<file path="src/rtl/mem_access_unit.sv">
// MEM-stage load/store initiator: word/byte loads and stores against a registered data memory.
// Optional byte loads and read-modify-write byte stores are enabled by defining MEM_ACCESS_BYTE_EN.
module mem_access_unit #(
    parameter int unsigned MEM_WORDS = 128
) (
    input  logic        clock,
    input  logic        reset,
    input  logic        start,
    input  logic        is_store,
    input  logic        byte_op,
    input  logic        sign_ext,
    input  logic [9:0]  addr,
    input  logic [31:0] wdata,
    output logic        busy,
    output logic        done,
    output logic [31:0] rdata,
    output logic        fault,
    output logic        memRead,
    output logic        memWrite,
    output logic [7:0]  memaddress,
    output logic [31:0] invalue,
    output logic [2:0]  stage,
    input  logic [31:0] outvalue
);

    typedef enum logic [2:0] {S_IDLE, S_RD, S_CAP, S_WR, S_DONE} state_t;

    state_t      r_state, w_next;
    logic        r_store, r_fault;
    logic [7:0]  r_waddr;
    logic [31:0] r_wdata, r_rdata;
    logic        w_byte, w_fault, w_accept;
    logic [31:0] w_load_val, w_wr_data;

`ifdef MEM_ACCESS_BYTE_EN
    logic        r_byte, r_sext;
    logic [1:0]  r_lane;
    logic [31:0] r_merge, w_merged;
    logic [7:0]  w_lane_byte;

    assign w_byte = byte_op;

    // Little-endian lanes: lane 0 is bits [7:0].
    always_comb begin
        w_lane_byte = outvalue[7:0];
        w_merged    = outvalue;
        case (r_lane)
            2'd0: begin w_lane_byte = outvalue[7:0];   w_merged[7:0]   = r_wdata[7:0]; end
            2'd1: begin w_lane_byte = outvalue[15:8];  w_merged[15:8]  = r_wdata[7:0]; end
            2'd2: begin w_lane_byte = outvalue[23:16]; w_merged[23:16] = r_wdata[7:0]; end
            default: begin w_lane_byte = outvalue[31:24]; w_merged[31:24] = r_wdata[7:0]; end
        endcase
    end

    assign w_load_val = !r_byte ? outvalue :
                        r_sext  ? {{24{w_lane_byte[7]}}, w_lane_byte} : {24'd0, w_lane_byte};
    assign w_wr_data  = r_byte ? r_merge : r_wdata;
`else
    logic w_unused;
    assign w_unused   = ^{byte_op, sign_ext};
    assign w_byte     = 1'b0;
    assign w_load_val = outvalue;
    assign w_wr_data  = r_wdata;
`endif

    assign w_accept = (r_state == S_IDLE) && start;
    assign w_fault  = (!w_byte && (addr[1:0] != 2'd0)) || ({24'd0, addr[9:2]} >= MEM_WORDS);

    always_comb begin
        w_next = r_state;
        case (r_state)
            S_IDLE: begin
                if (start) begin
                    if (w_fault)                 w_next = S_DONE;
                    else if (is_store && !w_byte) w_next = S_WR;
                    else                          w_next = S_RD;
                end
            end
            S_RD:  w_next = S_CAP;
`ifdef MEM_ACCESS_BYTE_EN
            S_CAP: w_next = r_store ? S_WR : S_DONE;
`else
            S_CAP: w_next = S_DONE;
`endif
            S_WR:   w_next = S_DONE;
            S_DONE: w_next = S_IDLE;
            default: w_next = S_IDLE;
        endcase
    end

    always_ff @(posedge clock) begin
        if (reset) begin
            r_state <= S_IDLE;
            r_store <= 1'b0;
            r_fault <= 1'b0;
            r_waddr <= 8'd0;
            r_wdata <= 32'd0;
            r_rdata <= 32'd0;
`ifdef MEM_ACCESS_BYTE_EN
            r_byte  <= 1'b0;
            r_sext  <= 1'b0;
            r_lane  <= 2'd0;
            r_merge <= 32'd0;
`endif
        end else begin
            r_state <= w_next;
            if (w_accept) begin
                r_store <= is_store;
                r_fault <= w_fault;
                r_waddr <= addr[9:2];
                r_wdata <= wdata;
`ifdef MEM_ACCESS_BYTE_EN
                r_byte  <= byte_op;
                r_sext  <= sign_ext;
                r_lane  <= addr[1:0];
`endif
            end
            if (r_state == S_CAP && !r_store) r_rdata <= w_load_val;
`ifdef MEM_ACCESS_BYTE_EN
            if (r_state == S_CAP && r_store)  r_merge <= w_merged;
`endif
        end
    end

    // Strobes are gated by reset so a reset edge never performs an access.
    assign busy       = (r_state != S_IDLE);
    assign done       = (r_state == S_DONE);
    assign fault      = (r_state == S_DONE) && r_fault;
    assign rdata      = r_rdata;
    assign memRead    = (r_state == S_RD) && !reset;
    assign memWrite   = (r_state == S_WR) && !reset;
    assign memaddress = r_waddr;
    assign invalue    = (r_state == S_WR) ? w_wr_data : 32'd0;
    assign stage      = (r_state == S_RD || r_state == S_WR) ? 3'd3 : 3'd0;

endmodule

</file>
<file path="config.mk">
export PLATFORM = sky130hd
export DESIGN_NAME = mem_access_unit
export DESIGN_NICKNAME = d
export VERILOG_FILES = /design/src/rtl/mem_access_unit.sv
export SDC_FILE = /design/constraint.sdc
export NUM_CORES = 1
export LEC_CHECK = 0
export ABC_AREA = 1
export CORE_MARGIN = 3
export CORE_UTILIZATION = 23
export DETAILED_ROUTE_END_ITERATION = 10
export GPL_ROUTABILITY_DRIVEN = 0
export GPL_TIMING_DRIVEN = 0
export PLACE_DENSITY = 0.63
export SYNTH_ARGS = -nofsm -noshare
export SYNTH_HDL_FRONTEND = slang
export SYNTH_SLANG_ARGS = --single-unit
</file>
<file path="constraint.sdc">
create_clock -name clock -period 2.9 [get_ports clock]
set_input_delay 0.29 -clock clock [delete_from_list [all_inputs] [get_ports clock]]
set_output_delay 0.29 -clock clock [all_outputs]
set_load 0.02 [all_outputs]
</file>
==> flow_summary.ini <==
[grt]
grt_usage_pct = 12.9
use_met1_pct = 14.3
use_met2_pct = 19.6
grt_max_degree = 13
grtUsageMet3_pct = 8.08
overflow = 0
antenna_found_initial = 0
first_global_vias = 3163
grt_first_pass_wirelength_microns = 15300
top_usage_layer = met2

[timing]
relSlewSlack_pct = 65.7
fin_crit_ps = 2630
timing.fmax_mhz = 381
worst_hold_slack_ps = 251
rsz0062_at_grt = no
hold_viol = 0
setup_ws_ps = 274
tightest_slew_ps = 515
post-route-period-util_pct = 90.6
finalMaxSlewViolations = 0
finalClockSkew_ps = 3.08
tns_ps = 0
setup_viol = 0

[finish]
area_delta_synth_final_pct = 65.9
layout-drive-gt1-share_pct = 6.47
nFillCells = 1433
multi_input_area_sq_um = 1320
layout.nets = 724
instances_no_fill = 825
final_area_sq_um = 5290
regArea_sq_um = 1540
num_antenna_cells = 0

[clock_network]
path_clk_slew_ps = 60
cts_buffers = 9
clockBufferDepth = 2
cts_root_buffer = clkbuf_16
clock_latency_ps = 340
numClockSinks = 77
cts_setup_buffers = 0
ctsResizeCount = 0
cts_tree = done
h-tree-depth = 3
ctsHoldBuffers = 0

[drt]
wirelength_microns = 9860
ant_nets = 0
drc = 0
drt-pass1-iter-count = 4
vias_per_cell = 4.07
wl_per_cell_microns = 12.0
drtIter0Drc = 125
num_vias = 3355

[synthesis]
async_reset_ff_share_pct = 0
synth_area_leader_cell = dfxtp_1
synthCells = 478
ys_ff_latch = 77
synth.avg_cell_area_sq_um = 6.67
yosys-top-cells-area = dfxtp_1 (48%), nor2_1 (14%), nand2_1 (14%)
yosysSeqAreaShare_pct = 48.4
ys_types = 18
ys_top_cells_by_count = nor2_1 (123), nand2_1 (120), dfxtp_1 (77), inv_1 (45), nand3_1 (34)
yosys_warnings = 0
synth_area_sq_um = 3190
syn-num-nets = 558
yosysTopAreaCellShare_pct = 48.4
synthFlopType = dfxtp_1
synth_edf_count = 0
synth.most_common_cell = nor2_1

[die]
initial_core_util_pct = 23.8
core_sq_um = 13400
dieArea_sq_um = 15300
fp-row-count = 42
die_y_microns = 124
dieWidth_microns = 124
ioPinCount = 160

[critical_path]
arrival_ps = 2340
cp-startpoint = r_state[0]
critPathKind = flop to output port
rr_startpoint = r_state[1]
cp.required_ps = 2610
start_kind = flop
cp_max_fo = 10
cp-end-kind = output port

[power_and_ir_drop]
p_int_uw = 2110
pwr-share-seq_pct = 41.1
power_frac_clock_pct = 44.5
power.switching_uw = 665
vdd_drop_max_v = 0.000496
power_density_nw_per_um2 = 524
total_leakage_power_uw = 0.00218
p_comb_share_pct = 14.4
p_sw_share_pct = 24.0

[worst_hold_path]
hp-class = input pin to flop
min-delay-start = reset

[flow_run]
drv_cap = 0

[placed_design]
pre_cts_ws_ps = 469
post-place-cells = 809
portBuffers = 155
place_area_sq_um = 4960
hpwl_microns = 7190

[run_status]
status = finished clean
## final cells by class
cell class | count | share of cell area [%]
repair buffers | 155 | 29.3
flip-flops and latches | 77 | 29.1
multi-input cells | 321 | 24.9
clock buffers | 12 | 4.85
well taps | 176 | 4.16
inverters | 49 | 3.48
plain buffers | 31 | 2.82
clock inverters | 4 | 1.32
## worst paths after layout
check | endpoint | cells past startpoint | slack (ps)
worst max-delay path | invalue[10] | 6 | 270
worst min-delay path | rdata[26] | 2 | 250
worst max register to register | r_wdata[15] | 6 | 1490
worst min register to register | rdata[22] | 2 | 460
## placed cells by master, fill, tap and decap left out, drive strengths merged
cell type and count:
nand3b 1, nor3 3, buf 20, clkinv 3, dfxtp 77, conb 1
nor2 125, a21oi 33, clkbuf 23, inv 48, nand3 35, o21ai 1
clkdlybuf4s50 155, nor4 2, nand2 120, bufinv 2
## power groups by stage
stage / Combinational (uW) / Sequential (uW) / Clock [uW]
finish: 400 / 1140 / 1230
global placement: 404 / 1160 / 0
global route: 454 / 1150 / 1310
CTS: 407 / 1140 / 1280
floorplan: 195 / 1180 / 0
detailed placement: 405 / 1160 / 0
## cell families (layout without fill, tap and decap cells)
| family | count (synthesis) | after routing | synth area share (%) |
|---|---|---|---|
| DFF | 77 | 77 | 48.4 |
| and+or+nand+nor | 286 | 286 | 35.8 |
| buffers and inverters | 80 | 251 | 10.4 |
| other | 1 | 1 | 0.118 |
| AOI/OAI and AO/OA | 34 | 34 | 5.34 |
## layer usage
| layer | up-vias | wire length [microns] |
|---|---|---|
| met5 | - | 0 |
| met4 | 0 | 197 |
| li1 | 1775 | - |
| met1 | 1435 | 4120 |
| met2 | 129 | 4090 |
| met3 | 16 | 1450 |
## sequential cells by signal, indices dropped and copies added (netlist names)
signal / flops
memaddress: 8
r_fault: 1
r_state: 3
r_store: 1
r_wdata: 32
rdata: 32
## worst max-delay path, stage by stage (launching register included)
cell and delay [ps]:
dfxtp_1 410, inv_2 60, nor2_1 240, nand2_2 200
clkbuf_1 280, nor2_1 150, clkdlybuf4s50_1 650
## metrics by stage
step | util [%] | power, uW
floorplan | - | 1370
global placement | 37.0 | 1570
detailed placement | 37.0 | 1570
CTS | 39.4 | 2830
global route | 39.5 | 2910
finish | 39.5 | 2770
Power figures use the tool's default switching activity.
